[config.mk]
export PLATFORM = sky130hd
export DESIGN_NAME = regfile_wb_arbiter
export DESIGN_NICKNAME = d
export VERILOG_FILES = /design/src/rtl/regfile_wb_arbiter.sv
export SDC_FILE = /design/constraint.sdc
export NUM_CORES = 1
export LEC_CHECK = 0
export ABC_AREA = 1
export ABC_CLOCK_PERIOD_IN_PS = 2300
export CAP_MARGIN = 10
export CORE_MARGIN = 2
export CORE_UTILIZATION = 35
export CTS_BUF_LIST = sky130_fd_sc_hd__clkbuf_4 sky130_fd_sc_hd__clkbuf_8 sky130_fd_sc_hd__clkbuf_16
export CTS_CLUSTER_DIAMETER = 100
export DETAILED_ROUTE_END_ITERATION = 8
export GPL_TIMING_DRIVEN = 0
export PLACE_DENSITY_LB_ADDON = 0.05
export SLEW_MARGIN = 30
export SYNTH_ARGS = -nofsm -noshare
export SYNTH_HDL_FRONTEND = slang
export SYNTH_SLANG_ARGS = --single-unit
[constraint.sdc]
create_clock -name clk -period 2.3 [get_ports clk]
set_input_delay 0.23 -clock clk [delete_from_list [all_inputs] [get_ports clk]]
set_output_delay 0.23 -clock clk [all_outputs]
set_load 0.005 [all_outputs]
[src/rtl/regfile_wb_arbiter.sv]
// Round-robin write-back arbiter for the single register-file write port, with a pending-write scoreboard.
// Optional same-cycle read forwarding is enabled by defining REGFILE_WB_BYPASS_EN.
module regfile_wb_arbiter #(
    parameter int ARCH          = 32,
    parameter int REGFILE_DEPTH = 32,
    parameter int N_REQ         = 2,
    localparam int AW           = $clog2(REGFILE_DEPTH)
) (
    input  logic                     clk,
    input  logic                     rst,
    input  logic [N_REQ-1:0]         req_valid,
    input  logic [N_REQ*AW-1:0]      req_addr,
    input  logic [N_REQ*ARCH-1:0]    req_data,
    output logic [N_REQ-1:0]         req_ready,
    input  logic                     issue_valid,
    input  logic [AW-1:0]            issue_addr,
    output logic                     we,
    output logic [AW-1:0]            addr_w,
    output logic [ARCH-1:0]          data_w,
    output logic [REGFILE_DEPTH-1:0] pending
`ifdef REGFILE_WB_BYPASS_EN
    ,
    input  logic [AW-1:0]            rf_addr_r1,
    input  logic [AW-1:0]            rf_addr_r2,
    input  logic [ARCH-1:0]          rf_data_r1,
    input  logic [ARCH-1:0]          rf_data_r2,
    output logic [ARCH-1:0]          fwd_data_r1,
    output logic [ARCH-1:0]          fwd_data_r2
`endif
);

    localparam int PW = (N_REQ > 1) ? $clog2(N_REQ) : 1;

    typedef struct packed {
        logic            we;
        logic [AW-1:0]   addr;
        logic [ARCH-1:0] data;
    } wb_t;

    logic [PW-1:0]            rr_ptr;
    logic [N_REQ-1:0]         grant;
    logic                     xfer;
    int                       gsel;
    logic [AW-1:0]            sel_addr;
    logic [ARCH-1:0]          sel_data;
    logic [REGFILE_DEPTH-1:0] pend_nxt;
    wb_t                      wb_q;

    // Grant depends only on valid bits and the pointer, never on payload.
    always_comb begin
        grant = '0;
        xfer  = 1'b0;
        gsel  = 0;
        for (int k = 0; k < N_REQ; k++) begin
            if (!xfer && req_valid[(int'(rr_ptr) + k) % N_REQ]) begin
                xfer  = 1'b1;
                gsel  = (int'(rr_ptr) + k) % N_REQ;
                grant[(int'(rr_ptr) + k) % N_REQ] = 1'b1;
            end
        end
    end

    assign req_ready = grant;
    assign sel_addr  = req_addr[gsel*AW +: AW];
    assign sel_data  = req_data[gsel*ARCH +: ARCH];

    // Issue is applied after the write-back clear so a same-register reissue keeps the bit set.
    always_comb begin
        pend_nxt = pending;
        if (wb_q.we)
            pend_nxt[wb_q.addr] = 1'b0;
        if (issue_valid && issue_addr != '0)
            pend_nxt[issue_addr] = 1'b1;
        pend_nxt[0] = 1'b0;
    end

    always_ff @(posedge clk or posedge rst) begin
        if (rst) begin
            rr_ptr  <= '0;
            wb_q    <= '0;
            pending <= '0;
        end else begin
            pending <= pend_nxt;
            wb_q.we <= xfer && (sel_addr != '0);
            if (xfer) begin
                rr_ptr <= PW'((gsel + 1) % N_REQ);
                // x0 writes are swallowed: the port keeps its last address/data.
                if (sel_addr != '0) begin
                    wb_q.addr <= sel_addr;
                    wb_q.data <= sel_data;
                end
            end
        end
    end

    assign we     = wb_q.we;
    assign addr_w = wb_q.addr;
    assign data_w = wb_q.data;

`ifdef REGFILE_WB_BYPASS_EN
    assign fwd_data_r1 = (wb_q.we && wb_q.addr == rf_addr_r1 && rf_addr_r1 != '0) ? wb_q.data : rf_data_r1;
    assign fwd_data_r2 = (wb_q.we && wb_q.addr == rf_addr_r2 && rf_addr_r2 != '0) ? wb_q.data : rf_data_r2;
`endif

endmodule

=== Word level (Yosys, flattened, before mapping) ===
Index checks and enable logic that the tools add are counted.

* Register bits after elaboration: 70
* Bits in latches: 0
* Bits in writable memories: 0
* ROM bits: 0
* Input bits: 84
* Output and inout port bits: 72
* Memories: 0

* $add $sub $neg: 2
* Multiply operators: 1
* Divide/modulo/power cells: 0
* $lt $le $gt $ge: 8
* Equality and inequality tests: 0
* Shift-type cells: 2
* Mux-type cells: 21
* Bitwise operators: 5
* Reduce and logical (&&, ||, !) cells: 11

{| class="wikitable"
|+ Operator list
! cell !! number
|-
| $mux W32 || 3
|-
| $shiftx A64 B32 Y32 || 1
|-
| $and A32 B32 Y32 || 1
|-
| $mul A32 B4 Y32 const B || 1
|-
| $not A32 Y32 || 1
|-
| $or A32 B32 Y32 || 1
|-
| $shiftx A10 B32 Y5 || 1
|-
| $lt A5 B6 Y1 const B || 2
|-
| $mux W1 || 12
|-
| $demux W1 S5 || 2
|-
| $ge A5 B1 Y1 const B || 2
|-
| $reduce_bool A5 Y1 || 2
|-
| $logic_and A1 B1 Y1 || 7
|-
| $mux W2 || 2
|-
| $lt A2 B3 Y1 const B || 1
|-
| $add A1 B1 Y1 const B || 2
|-
| $demux W1 S1 || 2
|-
| $ge A2 B1 Y1 const B || 1
|-
| $lt A1 B2 Y1 const B || 1
|-
| $or A2 B2 Y2 || 1
|-
| $reduce_and A2 Y1 || 1
|-
| $and A1 B1 Y1 const A || 1
|-
| $ge A1 B1 Y1 const B || 1
|-
| $logic_not A1 Y1 || 1
|}

=== Depth between registers and ports, before layout ===
Gate-level depths: netlist (run 1).

* Depth in word-level cells: 11
* Gate-level depth with buffers: 12
* Mapped depth without buffers: 10

=== Worst setup path before layout (run 1) ===
No wires, ideal clock.

* Path type: reg2reg
* Start: register rr_ptr
* End: register wb_q (netlist bit data_w[0])
* Arrival time: 1.371 ns
* Data required time: 2.183 ns
* Setup slack: 0.812 ns
* Stages on the path, launching flop included: 13
* Path through: dfrtp_1 inv_1 nand2_2 nand2_2 buf_6 nand2_1 nand2_1 nand2_1 nor2_1 nand2_2 buf_2 nand3_1 nand2_1

* Longest elaborated chain between the ends: 10
* Elaborated cells on any way between the ends: 18

{| class="wikitable"
|+ Ends and longest elaborated chain
! what !! RTL line !! text
|-
| from (decl) || 40 || <nowiki>logic [PW-1:0] rr_ptr;</nowiki>
|-
| from (signal assigned) || 86 || <nowiki>rr_ptr <= PW'((gsel + 1) % N_REQ);</nowiki>
|-
| $add A1 B1 Y1 / $mux W1 (equally long branches) || 55, 57 ||
|-
| $mux W1 (not written as such) (2 in a row) || 55 || <nowiki>if (!xfer && req_valid[(int'(rr_ptr) + k) % N_REQ]) begin</nowiki>
|-
| $mux W1 (not written as such) / $logic_not A1 Y1 (equally long branches) || 55 ||
|-
| $logic_and A1 B1 Y1 || 55 ||
|-
| $mux W32 || 55 ||
|-
| $mul A32 B4 Y32 || 64 || <nowiki>assign sel_addr = req_addr[gsel*AW +: AW];</nowiki>
|-
| $shiftx A10 B32 Y5 || 64 ||
|-
| $reduce_bool A5 Y1 || 88 || <nowiki>if (sel_addr != '0) begin</nowiki>
|-
| $reduce_and A2 Y1 (no source line) || -- ||
|-
| to (decl) || 47 || <nowiki>wb_t wb_q;</nowiki>
|}

Parallel ways exist; a longest one is shown, timed or not. The select of a mux whose other input is x is not followed.
A chain may end at the register's enable or synchronous reset.

=== Worst setup path in the final report (run 1) ===
* Start: register rr_ptr
* End: output req_ready[1]

* Longest elaborated chain between the ends: 8
* Elaborated cells on any way between the ends: 23

{| class="wikitable"
|+ Ends and longest elaborated chain
! what !! RTL line !! text
|-
| $add A1 B1 Y1 || 55, 58 ||
|-
| $and A1 B1 Y1 (no source line) || -- ||
|-
| $lt A2 B3 Y1 (not written as such) / $ge A2 B1 Y1 (equally long branches) || 58 || <nowiki>grant[(int'(rr_ptr) + k) % N_REQ] = 1'b1;</nowiki>
|-
| $logic_and A1 B1 Y1 (not written as such) || 58 ||
|-
| $mux W1 (not written as such) || 58 ||
|-
| $demux W1 S1 || 58 ||
|-
| $or A2 B2 Y2 (no source line) || -- ||
|-
| $mux W2 (*) || 55 ||
|-
| to (decl) || 14 || <nowiki>output logic [N_REQ-1:0] req_ready,</nowiki>
|}

Every way passes the cells marked *; elsewhere a longest branch is shown, timed or not. The select of a mux whose other input is x is not followed.

==> impl.org, run 1 <==
** Clocking
- CTS tree :: done
- Clock tree synthesis found a total of 70 sinks.
- After clock tree synthesis, the clock-pin slew on the worst setup and hold paths is ~0.070 ns.
- Maximum count of clock buffers along a single path :: 2
- Worst-Skew Late Latency :: roughly 0.34 ns
- Total CTS buffers :: 9
- The cell sitting at the root of the clock tree is a sky130_fd_sc_hd__clkbuf_8.
- In this run the number of H-tree levels came out at 3.
- For this design, the CTS-stage hold fixing added 0 buffers.

** Finish
- The repair_antennas step left the layout with diodes totalling 0.
- Storage element area :: 1752 µm²
- Footprint of the multi-input gates :: roughly 1500 µm²
- Fraction of layout cells with a size suffix above 1 :: between 6 and 7%
- Filler Cell Count :: 965
- Net total in the final layout :: roughly 720
- Relative to the synthesized area, the layout overhead comes to 56.87%.

** Worst setup path
- Kind of capture point of the worst setup path :: primary output
- Setup crit start kind :: flip-flop
- Critical path data required time :: 2.07 ns
- Critical path peak fanout :: 10
- At the worst endpoint, the arrival time is between 1.5 and 2 ns.
- CP Class :: flip-flop to primary output

** Global route
- Antenna violations before repair :: 0
- Aggregate global routing overflow :: 0
- Wire length of the first global-routing pass :: approximately 17000 µm
- The number of global-route vias before repair came to between 3k and 4k.
- Global routing usage summed across all routing layers :: between 10% and 20%
- Largest net degree at the start of global routing :: 46

** Pwr
- VDD sags by at most roughly 0.34 mV.
- The analysis attributes to net switching a power of around 1.3 mW.
- Sequential cells account for roughly two fifths of the total power.
- The analysis attributes to cell leakage a power of approximately 2.6 nW.
- Overall power consumption after layout is estimated at between 4 and 5 mW.
- Power spread over the standard cell area amounts to a little over 800 nW/µm².
- Sw Share :: between 20% and 30%
- Clock network fraction of total power :: approximately a quarter
- Internal power of the cells :: about 3.2 mW
- Gate power share :: between 30% and 40%

** Route
- For this run, design rule violations remaining after detail routing come to 0.
- Summed over all layers, the routed wires come to roughly 10000 µm.
- Total number of vias :: roughly 3.6k
- Per-cell routed wire length :: 13.31 µm
- Detailed router's first-iteration violation count :: roughly 120
- Count of TritonRoute iterations in the first routing pass :: 4
- Once detail routing completed, the nets flagged for antenna violations numbered 0.
- In the routed layout, each cell is associated on average with a via count of around 4.6.

** Placed design
- Count of input and output buffers :: approximately 150
- At the end of routability-driven placement, the weighted congestion stood at ~0.86.
- Summed over all nets, the half-perimeter wirelength after detailed placement is 7873 µm.

** STA
- Hold is met by approximately 0.21 ns.
- Post-layout minimum cycle time :: 2.153 ns
- Setup violations remaining at the end of the flow were counted as 0.
- Maximum frequency from static timing analysis :: 464.4 MHz
- The final-report max-slew violation count is 0.
- In the finished design, the share of the clock period the worst path needs comes to between 90% and 100%.
- Headroom to the max-slew limit came out at about 58%.
- At the pin with the least slew margin, the transition time is 0.6216 ns.
- RSZ-0062 raised after global routing :: no
- Hold Violations, Final :: 0
- Post-route clock skew :: 0.008385 ns

** Status
- Result of the run :: finished clean

** Logic synthesis
- Each instance of the synthesized netlist takes up on average between 7 and 8 µm².
- In this run the biggest area consumer among cell types represents roughly 50% of the synthesized area.
- The synthesized netlist occupies a cell area of around 3500 µm².
- Post-synth net total :: 556
- Sequential cell area fraction in the yosys report :: between 50% and 60%
- Synth Instances :: approximately 470
- Leading cell types by total area after synthesis :: sky130_fd_sc_hd__dfrtp_1, sky130_fd_sc_hd__nand2_1, sky130_fd_sc_hd__nand3_1
- sky130_fd_sc_hd__dfrtp_1 takes more of the synthesized area than any other cell.
- Synthesis inferred 70 register bits.
- Counting flops with a built-in enable in the synthesized netlist gives 0.
- Primary FF master, synth :: sky130_fd_sc_hd__dfrtp_1
- The number of different library cells used by synthesis comes to 20.
- The Yosys step of the flow raised 0 warnings.
- FFs w/ async S/R, synth :: 100.0%

** Job
- Across the run, the number of max-cap violations was 0.

** Die
- The die covers 10810 µm².
- In this run the count of I/O pins placed on the die edge is around 160.
- Starting utilization of the core area :: 35.96%
- Die H :: between 100 and 150 µm
- From left edge to right edge, the die measures just over 100 µm.
- The floorplan step defined a core boundary enclosing 9729 µm².
- Count of standard-cell rows :: 36

** Min path
- Class of the worst hold path :: primary input to asynchronous set/reset pin
[metal layers]
layer	track usage [%]	share of wire, %	wire (µm)
met1	24.63	43	4416
met2	32.66	48	4957
met3	7.018	8.6	892
met4	5.309	0.73	76
met5	0	0	0
[sequential cells by signal (all words and copies together), names as in the netlist]
signal and count:
data_w 32, rr_ptr 1, addr_w 5, pending 31, we 1
[critical path, stage by stage (launching register included)]
cell and delay [ns]:
sky130_fd_sc_hd__dfrtp_1 0.38, sky130_fd_sc_hd__inv_1 0.08, sky130_fd_sc_hd__nand2_2 0.09, sky130_fd_sc_hd__nand2_2 0.09, sky130_fd_sc_hd__buf_6 0.16, sky130_fd_sc_hd__clkinvlp_4 0.13
sky130_fd_sc_hd__clkbuf_4 0.20, sky130_fd_sc_hd__clkdlybuf4s50_1 0.45
[final timing paths]
| check | cells past startpoint | end | slack, ns | startpoint |
|---|---|---|---|---|
| min in group clk | 3 | pending[16]$_DFF_PP0_ | 0.32 | issue_valid |
| max in group asynchronous | 3 | pending[4]$_DFF_PP0_ | 1.57 | rst |
| min | 2 | data_w[6]$_DFFE_PP0P_ | 0.21 | rst |
| max | 7 | req_ready[1] | 0.15 | rr_ptr$_DFFE_PP0P_ |
| min reg2reg | 2 | data_w[8]$_DFFE_PP0P_ | 0.47 | data_w[8]$_DFFE_PP0P_ |
| max reg2reg | 12 | data_w[6]$_DFFE_PP0P_ | 0.55 | rr_ptr$_DFFE_PP0P_ |
[per-stage QoR]
step	TNS (ns)	setup WS [ns]	instance area (µm²)	utilization, %	cells
6_report	0	0.1469	5488	56.40	777
5_1_grt	0	0.01590	5488	56.40	777
4_1_cts	0	0.03437	5464	56.16	775
3_5_place_dp	0	0.04200	5226	53.72	759
3_3_place_gp	-64.44	-0.9252	5196	53.41	758
2_1_floorplan	0	0.3018	3498	-	472
[Yosys cell counts, drive strengths merged (2+ instances only)]
cell / number
dfrtp: 70
clkbuf: 9
nand2: 214
o21ai: 53
nor3: 8
nand3: 58
nor2: 6
buf: 12
nand3b: 2
inv: 32
o31ai: 3
[final cells by class]
| cell class | instances | area share (%) |
|---|---|---|
| clock buffer | 13 | 3.146 |
| timing repair buffer | 156 | 28.73 |
| clock inverter | 3 | 1.186 |
| buffer | 21 | 2.348 |
| inverter | 33 | 2.371 |
| multi-input combinational | 348 | 27.27 |
| sequential | 70 | 31.92 |
| tap | 133 | 3.032 |
[cells by family after synthesis]
| group | synth area share [%] |
|---|---|
| flip-flops | 50.07 |
| AND/OR/NAND/NOR | 33.87 |
| buffers and inverters | 7.153 |
| AO/OA/AOI/OAI | 8.798 |
| other | 0.1072 |
[cells in the final DEF, fill, tap and decap left out]
cell type,instances
sky130_fd_sc_hd__a21oi_1,1
sky130_fd_sc_hd__o21ai_0,52
sky130_fd_sc_hd__dfrtp_1,70
sky130_fd_sc_hd__nand3_1,58
sky130_fd_sc_hd__inv_1,30
sky130_fd_sc_hd__conb_1,1
sky130_fd_sc_hd__nand2_2,3
sky130_fd_sc_hd__buf_6,4
sky130_fd_sc_hd__inv_4,1
sky130_fd_sc_hd__clkbuf_4,2
sky130_fd_sc_hd__o21ai_2,1
sky130_fd_sc_hd__clkdlybuf4s50_1,152
sky130_fd_sc_hd__nor2_1,6
sky130_fd_sc_hd__or2_2,1
sky130_fd_sc_hd__clkbuf_8,12
sky130_fd_sc_hd__clkinv_2,1
sky130_fd_sc_hd__clkinvlp_4,1
sky130_fd_sc_hd__bufinv_16,2
sky130_fd_sc_hd__buf_4,5
sky130_fd_sc_hd__clkinv_1,1
sky130_fd_sc_hd__o31ai_1,3
sky130_fd_sc_hd__nand2_1,211
sky130_fd_sc_hd__buf_16,1
sky130_fd_sc_hd__buf_2,4
sky130_fd_sc_hd__nor3_1,8
sky130_fd_sc_hd__clkbuf_1,9
sky130_fd_sc_hd__dlymetal6s2s_1,1
sky130_fd_sc_hd__o21bai_2,1
sky130_fd_sc_hd__nand3b_1,2
[power groups by stage]
stage	combinational [mW]	clock [mW]	sequential (mW)
finish	1.54	1.17	1.80
global route	1.69	1.25	1.85
CTS	1.55	1.19	1.80
detailed placement	1.54	0	1.83
global placement	1.51	0	1.82
floorplan	0.485	0	1.82
[repair_timing]
| item | 4_1_cts | 5_1_grt |
|---|---|---|
| setup endpoints to repair | 0 | 1 |
| setup buffers | 0 | 2 |
| gates resized for setup | 0 | 3 |
(Power assumes the default switching activity.)
==> run 2, diff against run 1 <==
CORE_ASPECT_RATIO = 1.5   (was default)
==> run 2 against run 1 <==
  * Cell count down 2.7%
  * Clock power up 17%
  * Final area up 0.30%
  * Global-route usage up 0.77 points
  * First-iteration DRC count up 23%
  * Non-clock buffer count down 2
  * Flip-flop and latch count unchanged
  * Register-to-register slack worse by 0.03 ns
  * Largest cell class unchanged
==> impl.org, run 2 (synthesis gave the netlist of run 1 again) <==
** STA
- Clock skew on the completed layout was measured at roughly 0.0040 ns.
- In the finished design, the share of the clock period the worst path needs comes to 94.21%.
- Setup violations, final :: 0
- Worst slew pin tran :: 0.6128 ns
- Post-layout minimum cycle time :: roughly 2.2 ns
- The final-report hold violation count came to 0.
- Max Transition Viols Final :: 0
- Tightest hold margin :: 0.2039 ns
- For this run, the top clock speed supported by timing is about 460 MHz.
- Once routing completed, OpenROAD measured the worst setup slack at about 0.13 ns.
- Worst-case headroom to the max-slew limit :: about 60%
- RSZ-0062 raised after global routing :: no

** Min path
- Class of the worst hold path :: primary input to asynchronous set/reset pin

** Pwr
- Final total power :: 4.701 mW
- For this design the ratio of total power to cell area is ~850 nW/µm².
- P_leak :: 2.604 nW
- Maximum resistive drop on vdd :: roughly 0.66 mV

** Worst setup path
- Kind of capture point of the worst setup path :: primary output
- STA classifies the critical path startpoint as a primary input.
- The worst register-to-register path ends at data_w[9]$_DFFE_PP0P_.
- The number of cells on the worst reg-to-reg path is 12.
- Setup slack on the worst reg-to-reg path comes out at approximately 0.52 ns.
- CP arrival :: around 1.9 ns
- CP Class :: primary input to primary output
- The startpoint identified for the worst register-to-register timing path is rr_ptr$_DFFE_PP0P_.
- Critical path peak fanout :: 10
- Data on the critical path is required at its endpoint by between 2 and 2.5 ns.

** Global route
- Via count of the first global-routing pass :: 3691
- Entering global routing, the biggest net connects 50 pins.
- The first global-routing pass estimated 17630 µm of wire.
- Global routing finished with a remaining overflow of 0.
- The number of antenna violations at the first check in global routing came to 0.
- Global routing usage summed across all routing layers :: 20.55%

** Clocking
- Maximum count of clock buffers along a single path :: 2
- The clock net in this run drives a total of 70 sinks.
- Buffers inserted during clock tree synthesis total 9.
- Hold repair after CTS inserted 0 buffers.
- The tree is rooted in a sky130_fd_sc_hd__clkbuf_16.
- Clock transition at the registers of the reported paths :: roughly 0.06 ns
- The clock tree synthesis step divided the H-tree into 3 levels.
- At the later pin of the worst-skew pair, clock insertion delay measures ~0.33 ns.
- CTS tree :: done

** Finish
- In the layout the commonest cells are sky130_fd_sc_hd__nand2_1, sky130_fd_sc_hd__clkdlybuf4s50_1, sky130_fd_sc_hd__dfrtp_1.
- In the final layout, the share of cells above drive strength 1 is between 5 and 6%.
- Fill cells in the final layout number 970.
- 0 antenna diodes ended up in the layout.
- Synthesis-to-finish area growth :: 57.33%
- Final cell utilization of the core :: 56.81%
- Flip-flop count of the largest register, all copies and words added :: 32
- Net total in the final layout :: approximately 720
- The library cell used most frequently in the layout, excluding fill and tap cells, is sky130_fd_sc_hd__nand2_1.
- The finished cells cover 5504 µm².

** Placed design
- The congestion estimate from routability-driven global placement came to 0.8787.
- Place WS :: 0.03092 ns
- Count of input and output buffers :: around 150
- Summing all placed instances gives a cell area of ~5200 µm².
- Summed over all nets, the half-perimeter wirelength after detailed placement is a little over 8000 µm.

** Die
- Count of standard-cell rows :: 44
- Total I/O pin count :: between 150 and 200
- Starting utilization of the core area :: a little over a third
- Floorplan die area :: ~11000 µm²
- The die is 126.4 µm tall.
- Die Span X :: 85.63 µm
- The core region is roughly 9700 µm².

** Status
- The run finished with clean final reports.

** Route
- DRC violations left :: 0
- Antenna violation net count after detailed routing :: 0
- Using the TritonRoute via totals, the vias-per-cell ratio works out to around 4.8.
- Summing over every cut layer, the via total after detailed routing is between 3k and 4k.
- Final wirelength :: approximately 11000 µm
- After the first detailed-routing iteration, the DRC count stood at ~140.
- For this run, the detailed router's first-pass iteration total came to 4.
- Per-cell routed wire length :: between 10 and 15 µm

** Job
- The tool flagged a number of max-cap violations equal to 0.
==> run 2: final cells by class <==
cell class              count  area, µm²  area share (%)
repair buffers            154       1559           28.32
flip-flops and latches     70       1752           31.83
plain buffers              21      132.6           2.410
clock inverters             4      47.55          0.8638
inverters                  33      126.4           2.296
clock buffers              11      246.5           4.478
well taps                 115      143.9           2.614
multi-input cells         348       1496           27.19
==> run 2: how the worst max path moves through the flow <==
stage	slack [ns]	to	cells past startpoint	start
6_report	0.13	req_ready[1]	6	req_valid[1]
5_1_grt	0.007	req_ready[1]	7	rr_ptr$_DFFE_PP0P_
4_1_cts	0.02	req_ready[1]	6	req_valid[1]
3_5_place_dp	0.03	req_ready[1]	6	req_valid[1]
3_3_place_gp	-0.95	data_w[8]$_DFFE_PP0P_	2	rst
2_1_floorplan	0.30	addr_w[0]$_DFFE_PP0P_	1	rst
==> run 2: report_power, final <==
part	total [mW]	leakage (nW)	internal [mW]	switching, mW
clock	1.37	0.145	0.870	0.504
combinational	1.53	1.64	0.932	0.596
sequential	1.80	0.824	1.59	0.208
==> run 2: routing by layer <==
metal	up-vias	share of wire, %	GRT usage (%)
met3	17	8.1	5.856
met5	-	0	0
met1	1614	35	20.59
met4	0	2.7	9.150
met2	149	54	38.47
li1	1833	-	-
==> run 2: stage by stage <==
stage               TNS (ns)  cells
finish                     0    756
global route               0    756
global placement      -65.90    740
detailed placement         0    741
floorplan                  0    472
CTS                        0    756
==> run 2: worst max-delay path, stage by stage <==
cell	delay (ns)
sky130_fd_sc_hd__clkdlybuf4s50_1	0.59
sky130_fd_sc_hd__nand2_2	0.12
sky130_fd_sc_hd__buf_6	0.15
sky130_fd_sc_hd__inv_1	0.16
sky130_fd_sc_hd__buf_6	0.17
sky130_fd_sc_hd__clkdlybuf4s50_1	0.51
==> run 2: what timing repair did <==
item | CTS | global route
buffers inserted | 0 | 0
setup endpoints to repair | 0 | 1
resized for setup | 0 | 3
==> patch 1: new RTL, config.mk and constraints of run 1 <==
Set the parameter `REGFILE_DEPTH` to 16 (it was 32).
--- a/src/rtl/regfile_wb_arbiter.sv
+++ b/src/rtl/regfile_wb_arbiter.sv
@@ -2,7 +2,7 @@
 // Optional same-cycle read forwarding is enabled by defining REGFILE_WB_BYPASS_EN.
 module regfile_wb_arbiter #(
     parameter int ARCH          = 32,
-    parameter int REGFILE_DEPTH = 32,
+    parameter int REGFILE_DEPTH = 16,
     parameter int N_REQ         = 2,
     localparam int AW           = $clog2(REGFILE_DEPTH)
 ) (
Interface: changed (resized addr_w, issue_addr, pending and req_addr); port bits go from 156 to 136. The function was not compared with the original's and may differ.
==> patch 1 against run 1 <==
Total power down 27%; synthesized area down 23%; wire length down 26%; sequential cell count down 17; register-to-register slack better by 0.20 ns; worst setup slack better by 0.046 ns; die area down 22%; non-clock buffer count down 26; sequential power down 23%; largest cell class is now buffers; design area down 22%; hold slack worse by 0.048 ns.
==> patch 1: results (changes against run 1) <==
[placed_design]
finalWeightedCongestion=0.869  ; was 0.858
io_buffers=133  ; was 153
place_hpwl_mm=5.91  ; was 7.87 mm
dp.cells=603  ; was 759

[clock_network]
cts_made_buffers=5  ; was 9
cts_setup_buffers=0  ; unchanged
clockBufferDepth=2  ; unchanged
htree_levels=2  ; was 3
clkTransAtPathRegs_ns=0.09  ; was 0.07 ns
cts_resized=0  ; unchanged
clkLatencyLatePin_ns=0.31  ; was 0.34 ns

[grt]
grt_max_degree=47  ; was 46
grt_usage_pct=18.2  ; was 19.8%
grt_pass1_vias=2566  ; was 3570
antenna_found_initial=0  ; unchanged
grt_pass1_wl_mm=12.2  ; was 17.2 mm

[logic_synthesis]
synth_ff_type=dfrtp_1  ; unchanged
yosysUniqueCellTypes=18  ; was 20
synthCells=370  ; was 472
synth_common_cells=196 x nand2_1, 53 x dfrtp_1, 40 x nand3_1  ; was 211 x nand2_1, 70 x dfrtp_1, 58 x nand3_1
synth_area_leaders=dfrtp_1 49%, nand2_1 27%, nand3_1 7.4%  ; was dfrtp_1 50%, nand2_1 23%, nand3_1 8.3%
synth-async-reset-ratio_pct=100  ; unchanged
yosysSeqAreaShare_pct=49.2  ; was 50.1%
yosysWarnings=0  ; unchanged
syn_nets=451  ; was 556

[worst_setup_path]
worst_path_largest_cell_delay_ns=0.52  ; was 0.45 ns
critPathArrivalTime_ns=1.88  ; was 1.92 ns
cp_max_fo=10  ; unchanged
path_delay_family=buffers and inverters  ; unchanged

[detailed_routing]
viasPerCell=4.59  ; was 4.63
drt-total-wl_mm=7.68  ; was 10.3 mm
vias=2803  ; was 3601
drtIter0Drc=101  ; was 115
drt_pass1_iterations=5  ; was 4

[final_layout]
fin_nets=592  ; was 723
fillCellCount=739  ; was 965
diodes=0  ; unchanged
drive_above_1_share_pct=5.27  ; was 6.06%

[power]
ir_drop_v=0.000303  ; was 0.000343 V
power_leakage_nw=2.08  ; was 2.59 nW

[outcome]
outcome=completed  ; unchanged

[sta]
clock-skew-final_ns=0.0107  ; was 0.00839 ns

[hold_path]
hold_class=input pin to asynchronous set/reset pin  ; unchanged

[patch 1: cell count changes after synthesis, sizes merged, moves of 2 or more]
cell / delta
inv: -16
nor3: -8
nand2: -14
o21ai: -31
clkbuf: -3
nor2: +5
nand3b: -2
o31ai: +5
nand3: -17
dfrtp: -17
[patch 1: where the power goes]
| part | switching (mW) | total (mW) | internal, mW |
|---|---|---|---|
| clock | 0.316 | 0.533 | 0.217 |
| combinational | 0.548 | 1.36 | 0.811 |
| sequential | 0.176 | 1.39 | 1.21 |
[patch 1: worst reg2reg max path: stages, from the launching register on]
cell and delay, ns:
dfrtp_1 0.42, o21ai_0 0.22, nand3_2 0.27, clkbuf_1 0.32
nand3_1 0.16, nand2_1 0.06
[patch 1: final timing paths]
path	start	end	slack, ns	cells after the start
min reg2reg	data_w[2]	data_w[2]	0.48	2
min in group clk	req_valid[1]	rr_ptr	0.34	4
min	rst	data_w[5]	0.16	2
max reg2reg	rr_ptr	data_w[22]	0.75	5
max	rr_ptr	req_ready[1]	0.19	6
max in group asynchronous	rst	data_w[31]	1.70	3
[patch 1: final cells by class]
class | count | share of cell area, %
repair buffers | 134 | 31.8
well taps | 99 | 2.90
clock inverters | 3 | 0.527
flip-flops and latches | 53 | 31.0
multi-input cells | 284 | 28.2
plain buffers | 17 | 2.46
clock buffers | 5 | 1.61
inverters | 16 | 1.46
[patch 1: per-stage QoR]
step / cell area (um2) / utilization (%) / power (mW) / setup slack [ns] / TNS [ns]
floorplan: 2700 / - / 1.91 / 0.784 / 0
global placement: 4150 / 56.3 / 2.76 / -0.277 / -14.55
detailed placement: 4180 / 56.7 / 2.79 / 0.171 / 0
CTS: 4270 / 58.0 / 3.33 / 0.120 / 0
global route: 4270 / 58.0 / 3.53 / 0.0177 / 0
finish: 4270 / 58.0 / 3.28 / 0.193 / 0
[patch 1: cells by family (layout without fill, tap and decap cells)]
logic type | count (synthesis) | after routing | synth area share (%)
and+or+nand+nor | 252 | 252 | 38.1
DFF | 53 | 53 | 49.2
buffers and inverters | 33 | 175 | 6.03
AOI/OAI and AO/OA | 31 | 31 | 6.50
other | 1 | 1 | 0.139
[patch 1: routing by layer]
layer	vias up	GRT usage [%]	part of all wire (%)
li1	1444	-	-
met1	1256	23.4	41
met2	94	29.5	49
met3	9	5.34	8.0
met4	0	5.85	1.9
met5	-	0	0
==> patch 2: new RTL, config.mk and constraints of run 1 <==
Without the edit above. Make the reset (`rst`) synchronous in one clocked block.
--- a/src/rtl/regfile_wb_arbiter.sv
+++ b/src/rtl/regfile_wb_arbiter.sv
@@ -74,7 +74,7 @@
         pend_nxt[0] = 1'b0;
     end
 
-    always_ff @(posedge clk or posedge rst) begin
+    always_ff @(posedge clk) begin
         if (rst) begin
             rr_ptr  <= '0;
             wb_q    <= '0;
Function: not settled (the Yosys comparison gave no result); the edit may change what the design does.
==> patch 2 against run 1 <==
Via count rose by 9.0%; global-route usage fell by 0.32 points; clock skew rose by 0.011 ns; final cell count rose by 9.8%; synthesized area did not move; register-to-register slack got worse by 0.02 ns; wire length rose by 1.5%; sequential cell count did not move; sequential share of layout area fell by 6.2 points; design area fell by 0.55%; worst setup slack improved by 0.024 ns; utilization fell by 0.31 points; count of clock-buffer cells in the layout fell by 3; critical endpoint is now req_ready[0]; largest cell class is now multi-input gates.
Power is not compared: it rests on default switching activity, and its combinational part moved more than twofold at a synthesized area within 25%.
==> patch 2: results (changes against run 1) <==
[outcome]
outcome=completed  ; unchanged

[grt]
grt_max_degree=14  ; was 46
grt_pass1_vias=3740  ; was 3570
grt_pass1_wl_mm=17.2  ; about the same
grt_usage_pct=19.5  ; was 19.8%

[logic_synthesis]
yosysUniqueCellTypes=23  ; was 20
avgSynthCellArea_um2=6.37  ; was 7.41 um2
synth_area_leaders=dfxtp_1 40%, nand2_1 19%, nor2_1 7.5%  ; was dfrtp_1 50%, nand2_1 23%, nand3_1 8.3%
yosysSeqAreaShare_pct=40.1  ; was 50.1%
synth_common_cells=179 x nand2_1, 70 x dfxtp_1, 70 x nor2_1  ; was 211 x nand2_1, 70 x dfrtp_1, 58 x nand3_1
syn_nets=633  ; was 556

[worst_setup_path]
r2r_cells=10  ; was 12
worst_path_largest_cell_delay_ns=0.62  ; was 0.45 ns

[detailed_routing]
viasPerCell=4.60  ; was 4.63
drt-total-wl_mm=10.5  ; was 10.3 mm
drtIter0Drc=166  ; was 115
drt_pass1_iterations=5  ; was 4

[sta]
clock-skew-final_ns=0.0191  ; was 0.00839 ns
relSlewSlack_pct=36.0  ; was 58.4%

[final_layout]
drive_above_1_share_pct=7.50  ; was 6.06%
fin_cells=853  ; was 777
final_area_um2=5460  ; was 5490 um2
fillCellCount=1015  ; was 965

[placed_design]
dp.cells=835  ; was 759
post_dp_cell_area_um2=5200  ; was 5230 um2

-- patch 2: per-layer routing --
metal | up-vias | wire (um) | GRT usage, %
li1 | 2056 | - | -
met1 | 1709 | 4740 | 24.0
met2 | 144 | 4700 | 31.9
met3 | 16 | 860 | 5.70
met4 | 0 | 195 | 7.63
met5 | - | 0 | 0
-- patch 2: final timing paths --
kind | endpoint | startpoint | slack (ns)
hold / removal | pending[31] | rst | 0.28
setup / recovery | req_ready[0] | req_valid[1] | 0.17
hold reg to reg | pending[13] | pending[13] | 0.47
setup reg to reg | data_w[0] | rr_ptr | 0.53
-- patch 2: metrics by stage --
step | power [mW] | worst slack [ns]
detailed placement | 2.05 | -0.0899
finish | 3.15 | 0.171
global route | 3.33 | 0.0813
floorplan | 1.67 | 0.805
global placement | 2.04 | -0.0947
CTS | 3.18 | 0.00575
-- patch 2: kinds of logic after synthesis --
kind of cell    count (synthesis)  share of synthesized area [%]
flops                          70                           40.1
simple gates                  334                           40.1
compound gates                 66                           9.62
other cells                     1                          0.107
buf+inv                        78                           10.1
-- patch 2: cell type report --
| class | count | area share (%) |
|---|---|---|
| clock buffer | 10 | 2.41 |
| multi-input combinational | 401 | 32.4 |
| inverter | 54 | 3.71 |
| sequential | 70 | 25.7 |
| buffer | 24 | 2.75 |
| clock inverter | 6 | 1.70 |
| timing repair buffer | 155 | 28.3 |
| tap | 133 | 3.05 |
-- patch 2: repair_timing --
action / in CTS / in global routing
pin swaps: 0 / 0
hold buffers: 0 / 0
setup endpoints to repair: 2 / 2
buffers inserted: 0 / 2
gates resized for setup: 1 / 0
-- patch 2: report_power, final --
group          switching, mW  internal [mW]
Clock                  0.501          0.631
Combinational          0.321          0.371
Sequential            0.0486           1.28
